===== config.mk =====
export PLATFORM = sky130hd
export DESIGN_NAME = board_demux_store
export DESIGN_NICKNAME = d
export VERILOG_FILES = /design/src/rtl/board_pkg.sv /design/src/rtl/board_demux_store_tile_counter.sv /design/src/rtl/board_demux_store.sv
export SDC_FILE = /design/constraint.sdc
export NUM_CORES = 1
export LEC_CHECK = 0
export BUFFER_PORTS_ARGS = -buffer_cell sky130_fd_sc_hd__buf_2
export CAP_MARGIN = 40
export CORE_MARGIN = 4
export CORE_UTILIZATION = 30
export CTS_CLUSTER_DIAMETER = 60
export DETAILED_ROUTE_END_ITERATION = 8
export MAX_ROUTING_LAYER = met4
export PLACE_DENSITY = 0.53
export SLEW_MARGIN = 20
export SYNTH_ARGS = -nofsm -noshare
export SYNTH_HDL_FRONTEND = slang
export SYNTH_HIERARCHICAL = 1
export SYNTH_SLANG_ARGS = --single-unit

===== constraint.sdc =====
create_clock -name clk -period 21.1 [get_ports clk]
set_input_delay 6.33 -clock clk [delete_from_list [all_inputs] [get_ports clk]]
set_output_delay 6.33 -clock clk [all_outputs]
set_load 0.03 [all_outputs]

===== src/rtl/board_pkg.sv =====
// Shared board geometry, tile/board types and the copy FSM state encoding
// used by the demux/store block and its bench.
package board_pkg;

  localparam int N = 4;
  localparam int W = 12;

  typedef logic [W-1:0] tile_t;
  typedef tile_t [N-1:0][N-1:0] board_t;

  typedef enum logic [1:0] {
    IDLE,
    COPY,
    DONE
  } state_t;

endpackage


===== src/rtl/board_demux_store_tile_counter.sv =====
// Row-major tile index counter: cleared on copy accept, advances while enabled
// and wraps to zero after the last tile.
module tile_counter #(
  parameter int unsigned LAST = 15
) (
  input  logic       clk,
  input  logic       rst,
  input  logic       clr_i,
  input  logic       en_i,
  output logic [3:0] count_o,
  output logic       wrap_o
);

  logic [3:0] count_q;
  logic [3:0] count_d;

  assign wrap_o = en_i && (count_q == 4'(LAST));

  // NOTE: count_d takes a default before any branch so no path infers a latch.
  always_comb begin
    count_d = count_q;
    if (clr_i || wrap_o) begin
      count_d = '0;
    end else if (en_i) begin
      count_d = count_q + 4'd1;
    end
  end

  always_ff @(posedge clk or posedge rst) begin
    if (rst) begin
      count_q <= '0;
    end else begin
      count_q <= count_d;
    end
  end

  assign count_o = count_q;

endmodule


===== src/rtl/board_demux_store.sv =====
// Copies an N x N board into one of two register banks, one tile per cycle,
// or zeroes a selected bank in a single cycle.
module board_demux_store
  import board_pkg::*;
#(
  parameter int N = board_pkg::N,
  parameter int W = board_pkg::W
) (
  input  logic                         clk,
  input  logic                         rst,
  input  logic                         start,
  input  logic                         sel,
  input  logic                         clear,
  input  logic [N-1:0][N-1:0][W-1:0]   M_in,
  output logic                         busy,
  output logic                         done,
  output logic [3:0]                   idx,
  output logic [N-1:0][N-1:0][W-1:0]   OM0,
  output logic [N-1:0][N-1:0][W-1:0]   OM1
);

  localparam int unsigned LAST = N * N - 1;

  state_t                       state_q;
  logic                         bank_q;
  logic                         busy_q;
  logic                         done_q;
  logic [N-1:0][N-1:0][W-1:0]   om0_q;
  logic [N-1:0][N-1:0][W-1:0]   om1_q;
  logic [3:0]                   idx_q;
  logic                         last_tile;
  logic                         accept;
  logic                         clear_req;
  logic                         copy_en;

  // start has priority over clear; neither is looked at outside IDLE.
  assign accept    = (state_q == IDLE) && start;
  assign clear_req = (state_q == IDLE) && clear && !start;
  assign copy_en   = (state_q == COPY);

  tile_counter #(
    .LAST (LAST)
  ) u_tile_counter (
    .clk     (clk),
    .rst     (rst),
    .clr_i   (accept),
    .en_i    (copy_en),
    .count_o (idx_q),
    .wrap_o  (last_tile)
  );

  // NOTE: sequential state uses non-blocking assignments so every register
  // samples pre-edge values regardless of statement order.
  always_ff @(posedge clk or posedge rst) begin
    if (rst) begin
      state_q <= IDLE;
      bank_q  <= 1'b0;
      busy_q  <= 1'b0;
      done_q  <= 1'b0;
    end else begin
      case (state_q)
        IDLE: begin
          done_q <= 1'b0;
          if (start) begin
            bank_q  <= sel;
            busy_q  <= 1'b1;
            state_q <= COPY;
          end
        end
        COPY: begin
          if (last_tile) begin
            busy_q  <= 1'b0;
            done_q  <= 1'b1;
            state_q <= DONE;
          end
        end
        DONE: begin
          done_q  <= 1'b0;
          state_q <= IDLE;
        end
        default: begin
          busy_q  <= 1'b0;
          done_q  <= 1'b0;
          state_q <= IDLE;
        end
      endcase
    end
  end

  // NOTE: the banks are plain flops, not RAM, so they can and must be reset;
  // an aborted copy leaves nothing behind.
  always_ff @(posedge clk or posedge rst) begin
    if (rst) begin
      om0_q <= '0;
      om1_q <= '0;
    end else if (clear_req) begin
      if (sel) begin
        om1_q <= '0;
      end else begin
        om0_q <= '0;
      end
    end else if (copy_en) begin
      for (int r = 0; r < N; r++) begin
        for (int c = 0; c < N; c++) begin
          if (idx_q == 4'(r * N + c)) begin
            if (bank_q) begin
              om1_q[r][c] <= M_in[r][c];
            end else begin
              om0_q[r][c] <= M_in[r][c];
            end
          end
        end
      end
    end
  end

  assign busy = busy_q;
  assign done = done_q;
  assign idx  = idx_q;
  assign OM0  = om0_q;
  assign OM1  = om1_q;

endmodule


## After elaboration in Yosys (flattened, before gate mapping)

Cells that the tools add are included.

- $add $sub $neg: 1
- Reductions and logical operators: 62
- Mux-type cells: 80
- Bitwise gates (word level): 1
- Equal/unequal tests: 22

Operators by type and width:

| kind | count |
|---|---|
| $mux W192 | 6 |
| $mux W12 | 64 |
| $reduce_and A4 Y1 | 32 |
| $reduce_bool A2 Y1 | 19 |
| $eq A4 B4 Y1 const B | 8 |
| $eq A4 B3 Y1 const B | 4 |
| $eq A4 B2 Y1 const B | 2 |
| $mux W4 | 2 |
| $ne A2 B2 Y1 const B | 4 |
| $add A4 B1 Y4 const B | 1 |
| $eq A4 B1 Y1 const B | 1 |
| $logic_and A1 B1 Y1 | 4 |
| $logic_not A4 Y1 | 1 |
| $mux W1 | 4 |
| $mux W2 | 2 |
| $pmux W2 S2 | 1 |
| $reduce_and A2 Y1 | 2 |
| $pmux W1 S3 | 1 |
| $reduce_and A3 Y1 | 1 |
| $eq A2 B1 Y1 const B | 1 |
| $eq A2 B2 Y1 const B | 1 |
| $logic_not A2 Y1 | 1 |
| $ne A2 B1 Y1 const B | 1 |
| $logic_not A1 Y1 | 1 |
| 2 further kinds | 2 |

- Logic and storage cells: 203
- Bits of input ports: 197
- Bits in registers: 393
- Output and inout bits: 390

## Depth between registers and ports, before layout

Gate-level depths: netlist of the first run.

- Word-level depth: 5
- Depth in mapped cells: 9
- Depth with buffers taken out: 8

## By module

Netlist of the first run, hierarchy kept.

Modules (own cells, without submodules):

| module | seq. area each (sq um) | cells an instance | times used | area each (sq um) |
|---|---|---|---|---|
| board_demux_store | 9734.3 | 1772 | 1 | 18081.1 |
| tile_counter | 100.1 | 24 | 1 | 207.7 |

## Worst setup path before layout of the first run

No wires, ideal clock.

- Kind: input-to-reg
- From: in start
- To: reg om0_q (netlist bit OM0[52])
- Path slack: 13.581 ns
- Path buffers: 3
- Data arrival time: 7.392 ns
- Required time: 20.973 ns
- Stages: 6
- Library setup time: 0.127 ns
- Cells stage by stage: or4b_1 > buf_2 > buf_6 > buf_2 > o211ai_1 > nand3_1

- Word-level cells in the longest chain between the ends: 4
- Elaborated cells on any way between the ends: 8
- Those cells by class: eq/ne (2); mux (1); reduce/logical (5)

RTL lines:

| what | RTL line | RTL |
|---|---|---|
| start: declaration | board_demux_store.sv:11 | `input logic start,` |
| $logic_not A1 Y1 * | board_demux_store.sv:38 | `assign clear_req = (state_q == IDLE) && clear && !start;` |
| $logic_and A1 B1 Y1 * | board_demux_store.sv:38 |  |
| $ne A2 B1 Y1 (no line) (tied with other cells) | - |  |
| $reduce_and A4 Y1 (no line) | - |  |
| end signal: indexed assignment | board_demux_store.sv:109 | `om0_q[r][c] <= M_in[r][c];` |
| end: declaration | board_demux_store.sv:28 | `logic [N-1:0][N-1:0][W-1:0] om0_q;` |

Mark *: on every way between the ends. The rest lies on a longest branch, timed or not.
A chain may end at the register's enable or synchronous reset.

## Worst setup path after layout of the first run

- From: reg u_tile_counter.count_q[0], in the netlist u_tile_counter/count_o[0]
- To: out idx[0]

RTL lines:

| what | RTL line | RTL |
|---|---|---|
| start: declaration | board_demux_store_tile_counter.sv:14 | `logic [3:0] count_q;` |
| start signal: assignment | board_demux_store_tile_counter.sv:33 | `count_q <= count_d;` |
| end: declaration | board_demux_store.sv:17 | `output logic [3:0] idx,` |

No word-level cell between the ends.

==> impl.org, run 1 <==
** Routing
- Wires add up to 77000 um.
- Number of iterations in the first detailed-routing pass :: 7
- Starting DRC count in detailed routing :: 1480
- For this run, design rule violations remaining after detail routing come to 0.
- Using the TritonRoute via totals, the vias-per-cell ratio works out to 5.61.
- Summing over every cut layer, the via total after detailed routing is 17503.
- In this run the remaining antenna-violating nets after routing total 0.
- Average wire per cell in the routed design :: 24.6 um

** Layout
- Multi-input gate area in the final layout :: 0.00737 mm2
- The filler cells instantiated in the layout total 6079.
- Leaving out fill and tap cells, the most frequent cell in the layout is nand3_1.
- Filler-free cell count of the finished design :: 3122
- Final instance area :: 0.0235 mm2
- Most frequent cells in the layout :: nand3_1 (641), buf_2 (589), dfrtp_1 (393), o211ai_1 (230), a22o_1 (144)
- The net count of the finished layout is 2489.
- The area growth from synthesis to layout is 28.5%.
- Share of final-layout standard cells stronger than drive strength 1 :: 33.3%
- Registers take 0.00983 mm2.

** STA
- Clock skew on the completed layout was measured at 0.0269 ns.
- For the final routed database, the setup TNS stands at 0 ns.
- Hold Violations, Final :: 0
- Setup violations remaining at the end of the flow were counted as 0.
- The final-report max-slew violation count is 0.
- Highest clock frequency the design can meet :: 123 MHz
- Headroom to the max-slew limit came out at 31.5%.
- Portion of the clock cycle consumed by the worst path in the final layout :: 38.5%
- The clock period could shrink to 8.12 ns.
- Slew at the pin closest to its max-slew limit :: 1.03 ns
- Worst Hold Slack :: 0.496 ns
- Setup repair after global routing left no endpoint under its margin.

** Clock tree
- After clock tree synthesis, the setup repair step added 0 buffers.
- In this run the clock root is driven by a clkbuf_16.
- The number of gates resized after CTS was 0.
- Register clock-pin slew on the reported worst setup and hold paths :: 0.07 ns
- Number of clock sinks :: 393
- Hold repair after CTS inserted 0 buffers.
- CTS Buffer Depth :: 3
- Clock latency on the worst-skew pair, taken at its later pin, is 0.59 ns.
- Maximum level of the CTS H-tree :: 2
- Buffers inserted during clock tree synthesis total 48.
- Clock tree from TritonCTS :: done

** Outcome
- The flow ran to the end, and the final reports show no timing, DRC or antenna violations.

** Pwr
- Power density over the cells :: 173 mW/mm2
- Total leakage power :: 0.0114 uW
- Maximum vdd ir drop :: 79.9 uV

** Worst setup path
- The critical path is of the register to output pin type.
- The slowest stage of the critical path is the dfrtp_1 cell.
- Delay contributed by the slowest stage of the critical path :: 0.82 ns
- Family of cells with the greatest summed delay on the critical path :: flip-flops
- Arrival time at the worst endpoint :: 1.79 ns
- At the worst endpoint, the required time is 14.77 ns.
- STA classifies the critical path startpoint as a register.
- Along the worst path, the maximum fanout reaches 22.
- The number of buffers and inverters on the critical path is 1.
- The signal on the critical path passes through buf_2.
- STA classifies the critical path endpoint as an output pin.

** Floorplanning
- The floorplan has 90 rows.
- The floorplan step defined a core boundary enclosing 0.0604 mm2.
- Io pins :: 587
- Once the floorplan was initialized, standard cells occupied 30.3% of the core.
- Measured along the x axis, the die boundary spans 255 um.
- Measured along the y axis, the die boundary spans 255 um.
- The floorplan step defined a die boundary enclosing 0.0650 mm2.

** Placed design
- Cell area after placement :: 0.0219 mm2
- Counting tap cells, the placed design contains a total of 3022 instances.
- Input and output buffers added on the ports amount to 586.
- Post-detail-place hpwl :: 53000 um
- At the end of routability-driven placement, the weighted congestion stood at 0.852.

** Synthesis
- Post-synth top area cell :: dfrtp_1
- Summing every instance area after synthesis gives 0.0183 mm2.
- Summing the sequential cell areas from Yosys gives 53.8% of the chip area.
- Main area contributors after synthesis :: dfrtp_1 (54%), nand3_1 (18%), o211ai_1 (9.4%), a22o_1 (6.9%), clkbuf_1 (2.2%)
- Cell variety after synth :: 41
- Synthesis warning total :: 6
- In this run the biggest area consumer among cell types represents 53.8% of the synthesized area.
- Averaged over all synthesized cells, the footprint is 10.2 um2.
- Gate count of the mapped netlist :: 1796
- Number of nets produced by synthesis :: 1994
- The synthesized design contains 393 register bits.

** Run
- Across the run, the number of max-cap violations was 0.

** Global route
- The via count of the first global-routing pass is 17294.
- Entering global routing, the biggest net connects 90 pins.
- Antenna violations before repair :: 15
- Global routing usage summed across all routing layers :: 23.2%
- The first global-routing pass estimated 113000 um of wire.
- Overflow left after global routing :: 0

** Worst hold path
- Hold Crit Class :: register to register
## path summary, 6_finish.rpt
check                                     startpoint                   endpoint  slack (ns)  cells after the start
max in group asynchronous                        rst                    OM0[41]       13.29                      6
min in group asynchronous                        rst  u_tile_counter/count_o[1]        5.70                      2
hold reg to reg                             OM1[176]                   OM1[176]        0.50                      1
setup / recovery           u_tile_counter/count_o[0]                     idx[0]       12.98                      1
hold / removal                              OM1[176]                   OM1[176]        0.50                      1
setup reg to reg                          state_q[1]                   OM1[181]       18.24                      7
## per-layer routing
layer  vias up  track usage (%)  wire (um)  part of all wire, %
met5         -                -          0                    0
met2       850             35.3      35600                   46
met1      8750             30.4      32300                   42
met4         0             7.40       2420                  3.1
met3       129             6.35       6610                  8.6
li1       7774                -          -                    -
## synthesized netlist by cell type
master and number:
a22oi_1 8, a22o_1 144, o21ai_0 2, buf_2 51
nor4b_4 2, nor3b_1 1, ha_1 1, and3b_1 3
o211ai_1 230, inv_1 5, o21bai_1 1, and3_1 1
or3_1 2, nand2_1 78, and4b_1 1, mux2_2 1
xor2_1 1, buf_4 4, nand4b_1 1, and2_1 1
a31oi_1 1, nor3_1 1, buf_6 36, or4b_1 2
nand3_2 10, a22oi_2 4, or3b_2 3, dfrtp_1 393
mux2i_1 1, nand3_1 641, nor2_1 24, nand3b_1 3
nand4bb_1 2, inv_2 1, clkbuf_1 109, nor3b_2 3
buf_8 2, a21oi_1 4, o211ai_2 10, buf_1 6
nor4bb_1 2
## where the power goes
part / switching (uW) / total [uW] / internal [uW]
clock: 346 / 833 / 487
combinational: 1360 / 1910 / 549
sequential: 260 / 1320 / 1060
total: 1970 / 4060 / 2090
## registers in the layout, summed over array words and instances (netlist names)
register and cells:
busy 1, OM1 192, bank_q 1, u_tile_counter/count_o 4, done 1, OM0 192
state_q 2
## cell families after synthesis
group / synth area share (%)
mux: 0.116
compound gates: 17.9
simple gates: 21.7
xor+xnor: 0.0479
buf+inv: 6.42
flops: 53.8
fa+ha+maj: 0.0684
## layout make-up
class / count / area share, %
Antenna cell: 16 / 0.170
Clock buffer: 61 / 5.54
Clock inverter: 22 / 1.08
Inverter: 6 / 0.149
Multi-Input combinational cell: 1189 / 31.4
Sequential cell: 393 / 41.9
Tap cell: 782 / 4.16
Timing Repair Buffer: 653 / 15.6
## through the flow
stage                     setup WS, ns  util (%)  total power, uW
after floorplan                   3.96         -             2530
final                            12.98      38.9             4060
after global routing             12.84      38.9             4270
after CTS                        12.92      38.8             4100
after global placement           12.09      35.4             3180
after detailed placement         12.54      36.3             3240
Note: power is estimated with default switching activity, not from simulation.
==> inputs of run 2 (changes only) <==
- clock period: 21.1 -> 7.55 ns (I/O delays scaled with it)
==> impl.org, run 2 (synthesis gave the netlist of run 1 again) <==
** Layout
- Cells with a size suffix above 1 make up 33.2% of the layout.
- For this run, the number of standard cells in the final layout without fillers is 3116.
- After the last flow step, the layout net total stands at 2481.
- Multi-input gate area in the final layout :: 0.00737 mm2
- Fill cells in the final layout number 6016.
- Most common cell after layout, fill and taps aside :: nand3_1
- Area growth from synthesis to layout :: 28.4%
- The top cell types in the final layout, fill and taps aside, are nand3_1 (641), buf_2 (586), dfrtp_1 (393), o211ai_1 (230), a22o_1 (144).
- In the final layout, flip-flops and latches occupy 0.00983 mm2.

** Pwr
- The clock network accounts for 21.1% of the total power.
- The share of total power dissipated in sequential elements is 32.1%.
- Combinational logic is responsible for 46.8% of the overall power.
- The internal power of the cells totals 5950 uW.
- Across the VDD grid, the largest voltage drop is 301 uV.
- In this run the power density over the cells is 487 mW/mm2.
- For this design the total switching power over the nets is 5490 uW.
- Switching power share of the total :: 48.0%
- Total leakage power :: 0.0114 uW

** STA
- Once routing completed, OpenROAD measured the worst setup slack at 3.49 ns.
- Setup total negative slack on the finished layout was measured at 0 ns.
- The final-report max-slew violation count was 0.
- Between clock sinks in the finished design, the worst skew comes to 0.0144 ns.
- Clock period minus final worst setup slack :: 4.06 ns
- The count of endpoints failing hold in the final timing report came to 0.
- Setup violations remaining at the end of the flow were counted as 0.
- At the pin with the least slew margin, the transition time is 1.14 ns.
- Highest clock frequency the design can meet :: 247 MHz
- The worst path uses 53.7% of the clock period.
- Headroom to the max-slew limit came out at 24.3%.
- Setup repair after global routing left no endpoint under its margin.

** Floorplanning
- The initial utilization of the core area, before any placement, comes to 30.3%.
- From left edge to right edge, the die measures 255 um.
- 587 I/O pins were placed.
- Chip Height :: 255 um
- Site row count :: 90
- The region available for standard cell placement spans 0.0604 mm2.
- The die covers 0.0650 mm2.

** Routing
- Total length of routed wires :: 77100 um
- The first TritonRoute pass finished after 8 iterations.
- Starting DRC count in detailed routing :: 1671
- DRC violation count after routing :: 0
- DR vias :: 17678
- Number of vias per cell after detailed routing :: 5.67
- Remaining antenna violation count after routing :: 0
- After detailed routing, the average wire length per cell comes to 24.7 um.

** Placed design
- Timing analysis after detailed placement gives a worst setup slack of 2.96 ns.
- Summed over all nets, the half-perimeter wirelength after detailed placement is 51600 um.
- Placed Instances :: 2999
- Buffers placed on the I/O ports in this run total 586.
- Gp weighted congestion :: 0.882

** Worst setup path
- Family of cells with the greatest summed delay on the critical path :: flip-flops
- Arrival time at the worst endpoint :: 1.79 ns
- Endpoint class of the critical path :: output pin
- In this run the number of cells on the critical path is 1.
- The worst setup path is launched from a register.
- Delay contributed by the slowest stage of the critical path :: 0.84 ns
- Critical path, cell by cell :: buf_2
- Critical path peak fanout :: 21
- The number of cells on the worst reg-to-reg path is 4.
- Data required time of the critical path :: 5.29 ns
- Critical path's slowest cell :: dfrtp_1
- The worst setup path is of the register to output pin kind.
- Together, buffers and inverters on the worst path number 1.

** Global route
- Overflow left after global routing :: 0
- The via count of the first global-routing pass was 17852.
- Entering global routing, the biggest net connects 193 pins.
- The number of antenna violations at the first check in global routing is 13.
- For this run, the total global-route usage over all layers was measured as 23.2%.
- First-pass GRT wire length :: 114000 um

** Clock tree
- After clock tree synthesis, the clock-pin slew on the worst setup and hold paths is 0.06 ns.
- Number of clock sinks :: 393
- Root Buffer :: clkbuf_16
- Hold buffer count at cts :: 0
- Number of buffers created by CTS :: 49
- Clock tree from TritonCTS :: done
- Post-CTS timing repair inserted 0 buffers for setup.
- The clock passes through at most 3 buffers.
- The H-tree generated during clock tree synthesis spans 2 levels.
- Skew-Pair Late Insertion Delay :: 0.58 ns
- Gates resized during post-CTS repair numbered 0.

** Outcome
- Result of the run :: finished, final reports clean

** Worst hold path
- Hold Crit Class :: register to register
- Cell depth of the worst min-delay path :: 1

** Run
- Across the run, the number of max-cap violations was 0.
[run 2: changes by cell type in the layout (fill, tap and decap cells not counted), moves of 2 or more]
cell	previous run	this run
buf_16	7	5
buf_2	589	586
buf_4	48	42
clkbuf_16	49	51
clkbuf_4	0	3
clkbuf_8	3	13
clkinv_2	8	4
clkinvlp_4	3	1
inv_8	2	0
[run 2: metrics by stage]
step | area (um2) | utilization [%] | hold slack [ns] | power [uW]
after global placement | 21400 | 35.4 | 0.477 | 8880
final | 23500 | 38.9 | 0.493 | 11400
after floorplan | 18300 | - | 0.662 | 7070
after CTS | 23300 | 38.6 | 0.498 | 11500
after detailed placement | 21600 | 35.8 | 0.476 | 9030
after global routing | 23500 | 38.9 | 0.501 | 12000
[run 2: final cells by class]
| type | count | share of cell area, % |
|---|---|---|
| flip-flops and latches | 393 | 41.9 |
| clock buffers | 72 | 6.33 |
| clock inverters | 14 | 0.730 |
| diodes | 16 | 0.171 |
| multi-input cells | 1189 | 31.4 |
| well taps | 782 | 4.17 |
| repair buffers | 644 | 15.2 |
| inverters | 6 | 0.133 |
[run 2: final timing paths]
path,startpoint,endpoint,slack (ns)
hold reg to reg,OM1[153],OM1[153],0.49
hold / removal,OM1[153],OM1[153],0.49
min in group asynchronous,rst,u_tile_counter/count_o[3],1.59
max in group asynchronous,rst,OM0[79],4.54
setup reg to reg,u_tile_counter/count_o[0],OM0[117],4.78
setup / recovery,u_tile_counter/count_o[1],idx[1],3.49
[run 2: layer usage]
layer,share of wire (%),up-vias,GRT usage [%]
met4,2.8,0,7.01
met3,8.8,137,6.48
met5,0,-,-
met1,42,8926,30.1
li1,-,7762,-
met2,47,853,35.6
[run 2: power groups by stage]
stage	Sequential [uW]	Combinational (uW)	Clock (uW)
after floorplan	5180	1890	0
after CTS	3660	5360	2470
after detailed placement	3660	5370	0
final	3670	5360	2410
after global placement	3650	5230	0
after global routing	3790	5690	2560
==> inputs of run 3 (changes only) <==
- ABC_AREA: default -> 1
- clock period: 7.55 -> 3.87 ns (I/O delays scaled with it)
==> impl.org, run 3 <==
** Outcome
- Result of the run :: finished, final reports clean

** Floorplanning
- Chip Height :: 249 um
- Placeable Area :: 0.0576 mm2
- Once the floorplan was initialized, standard cells occupied 30.2% of the core.
- The die is 249 um wide.
- 587 I/O pins were placed.
- Row generation in the floorplan step produced 88 rows.
- Area of the die :: 0.0620 mm2

** STA
- Final-report setup violation count :: 0
- Portion of the clock cycle consumed by the worst path in the final layout :: 72.1%
- The count of endpoints failing hold in the final timing report was 0.
- The final-report max-slew violation count is 0.
- Final TNS setup :: 0 ns
- Clock period minus final worst setup slack :: 2.79 ns
- Final worst clock skew :: 0.0250 ns
- Slew at the pin closest to its max-slew limit :: 0.772 ns
- Timing would allow up to 358 MHz.
- Setup repair after global routing missed its margin :: false
- Across all hold checks on the routed design, the worst slack comes to 0.464 ns.
- The worst pin sits at a relative slew slack of 48.5%.

** Pwr
- Switching power share of the total :: 49.4%
- Net load switching power :: 11300 uW
- Clock network fraction of total power :: 21.2%
- Maximum vdd ir drop :: 440 uV
- The share of total power dissipated in sequential elements is 31.1%.
- Summed over all cells, the static leakage comes to 0.0126 uW.
- The share of total power dissipated in combinational logic is 47.7%.
- Final Power :: 22800 uW
- In this run the power density over the cells is 1000 mW/mm2.
- Int Power :: 11500 uW

** Synthesis
- The synthesized netlist occupies a cell area of 0.0174 mm2.
- Main area contributors after synthesis :: dfrtp_1 (56%), nand2_1 (18%), nand3_1 (12%), a21boi_0 (8.3%), buf_2 (2.4%)
- Synth top cells by count :: nand2_1 (816), nand3_1 (405), dfrtp_1 (393)
- Cell variety after synth :: 20
- A synthesized cell averages 8.63 um2.
- dfrtp_1 takes more of the synthesized area than any other cell.
- Post-synth ARST share :: 100%
- Top-count cell post-synth :: nand2_1
- Sequential elements use 56.5% of the synthesized area.
- The synthesized design contains 0 enable-type register cells.
- Flip-flop and latch count after synthesis :: 393
- Synthesis produced 2019 cells.
- For this run, the number of Yosys warnings is 6.
- In this run the biggest area consumer among cell types represents 56.5% of the synthesized area.
- Synthesis produced a netlist with a net count of 2217.
- For this run, the leading register cell type out of synthesis is dfrtp_1.

** Worst hold path
- Hold Crit Class :: register to register
- Cell depth of the worst min-delay path :: 2

** Layout
- Cells with a size suffix above 1 make up 28.3% of the layout.
- From synthesis to final layout, the design area changed by 30.8%.
- Filler-free cell count of the finished design :: 3363
- Leaving out fill and tap cells, the most frequent cells in the layout are nand2_1 (816), buf_2 (587), nand3_1 (405), dfrtp_1 (393), a21boi_0 (192).
- After the last flow step, the layout net total stands at 2742.
- Most common cell after layout, fill and taps aside :: nand2_1
- The finished cells cover 0.0228 mm2.

** Routing
- Number of vias per cell after detailed routing :: 4.87
- Total length of routed wires :: 66700 um
- DR vias :: 16382
- Average wire per cell in the routed design :: 19.8 um
- Starting DRC count in detailed routing :: 1069
- The first TritonRoute pass finished after 5 iterations.
- Remaining antenna violation count after routing :: 0
- In the routed design, unresolved DRC markers number 0.

** Worst setup path
- Critical path's slowest cell :: nor2_4
- Kind of launch point of the worst setup path :: register
- Critical setup path kind :: register to register
- The number of cells on the worst reg-to-reg path is 8.
- Arrival time at the worst endpoint :: 3.30 ns
- Critical path peak fanout :: 38
- Counting stages on the worst path, the most repeated cell is nand2_1.
- Endpoint class of the critical path :: register
- The critical path goes through nor2_4 -> nand2_4 -> nand2_1 -> nand2_8 -> buf_12 -> nand2_1 -> nand2_1 -> nand2_1.
- On the worst path, the slowest cell contributes a delay of 0.59 ns.
- Data required time of the critical path :: 4.37 ns

** Run
- The tool flagged a number of max-cap violations equal to 0.

** Global route
- The via count of the first global-routing pass is 16205.
- Global routing usage summed across all routing layers :: 21.2%
- First-pass GRT wire length :: 102000 um
- Overflow left after global routing :: 0
- Maximum number of pins on one net before global-route repair :: 168
- The number of antenna violations at the first check in global routing is 17.

** Clock tree
- Post-CTS setup buffer count :: 0
- Clock-pin slew was measured on the worst setup and hold paths at 0.06 ns.
- CTS Buffer Depth :: 3
- The number of clock buffers added by TritonCTS is 50.
- Root Buffer :: clkbuf_16
- The H-tree was split into 2 levels.
- Counting every sink on the clock net gives 393.
- Skew-Pair Late Insertion Delay :: 0.58 ns
- Total of cells resized after clock tree synthesis :: 0
- Hold buffer count at cts :: 0
- Clock tree from TritonCTS :: done

** Placed design
- Number of port buffers :: 586
- At the end of routability-driven placement, the weighted congestion stood at 0.882.
- Placed Instances :: 3256
- The placed instances occupy a cell area of 0.0210 mm2.
- After legalization and detailed placement, the total HPWL measured 46900 um.
-- run 3: worst max-delay path: cells and delay by family (launching register included) --
family                 cells  cell delay (ns)
and+or+nand+nor            7             1.96
buffers and inverters      1             0.27
DFF                        1             0.46
-- run 3: layer usage --
metal	vias up	track usage [%]	share of wire (%)
li1	7695	-	-
met1	7954	27.1	42
met2	589	33.9	48
met3	144	3.63	6.0
met4	0	8.41	4.1
met5	-	-	0
-- run 3: power groups by stage --
stage               clock network (uW)  registers (uW)  logic [uW]
global placement                     0            7060       10900
finish                            4840            7080       10900
CTS                               4970            7070       11000
global route                      5120            7280       11700
detailed placement                   0            7120       11000
floorplan                            0           10600        3570
-- run 3: cell type report --
class                   count  area (um2)
fillers                  5916       34800
flip-flops and latches    393        9830
multi-input cells        1457        6820
repair buffers            625        3340
clock buffers              71        1460
well taps                 765         957
clock inverters            21         263
inverters                  17        67.6
diodes                     14        35.0
-- run 3: per-stage QoR --
| step | utilization [%] | worst slack (ns) |
|---|---|---|
| floorplan | - | -2.52 |
| global placement | 36.5 | 0.656 |
| detailed placement | 36.5 | 0.525 |
| CTS | 39.5 | 0.961 |
| global route | 39.5 | 0.758 |
| finish | 39.5 | 1.08 |
-- run 3: path summary, 6_finish.rpt --
path | slack [ns] | to | startpoint
max | 1.08 | OM1[42] | state_q[1]
min | 0.46 | OM1[141] | OM1[141]
max reg2reg | 1.08 | OM1[42] | state_q[1]
min reg2reg | 0.46 | OM1[141] | OM1[141]
max in group asynchronous | 2.30 | OM1[146] | rst
min in group asynchronous | 0.48 | u_tile_counter/count_o[3] | rst
-- run 3: cells by family after synthesis --
| group | after synthesis | share of synthesized area [%] |
|---|---|---|
| and+or+nand+nor | 1257 | 30.4 |
| buffers and inverters | 169 | 4.56 |
| adders and majority gates | 1 | 0.0718 |
| DFF | 393 | 56.5 |
| AOI/OAI and AO/OA | 199 | 8.48 |
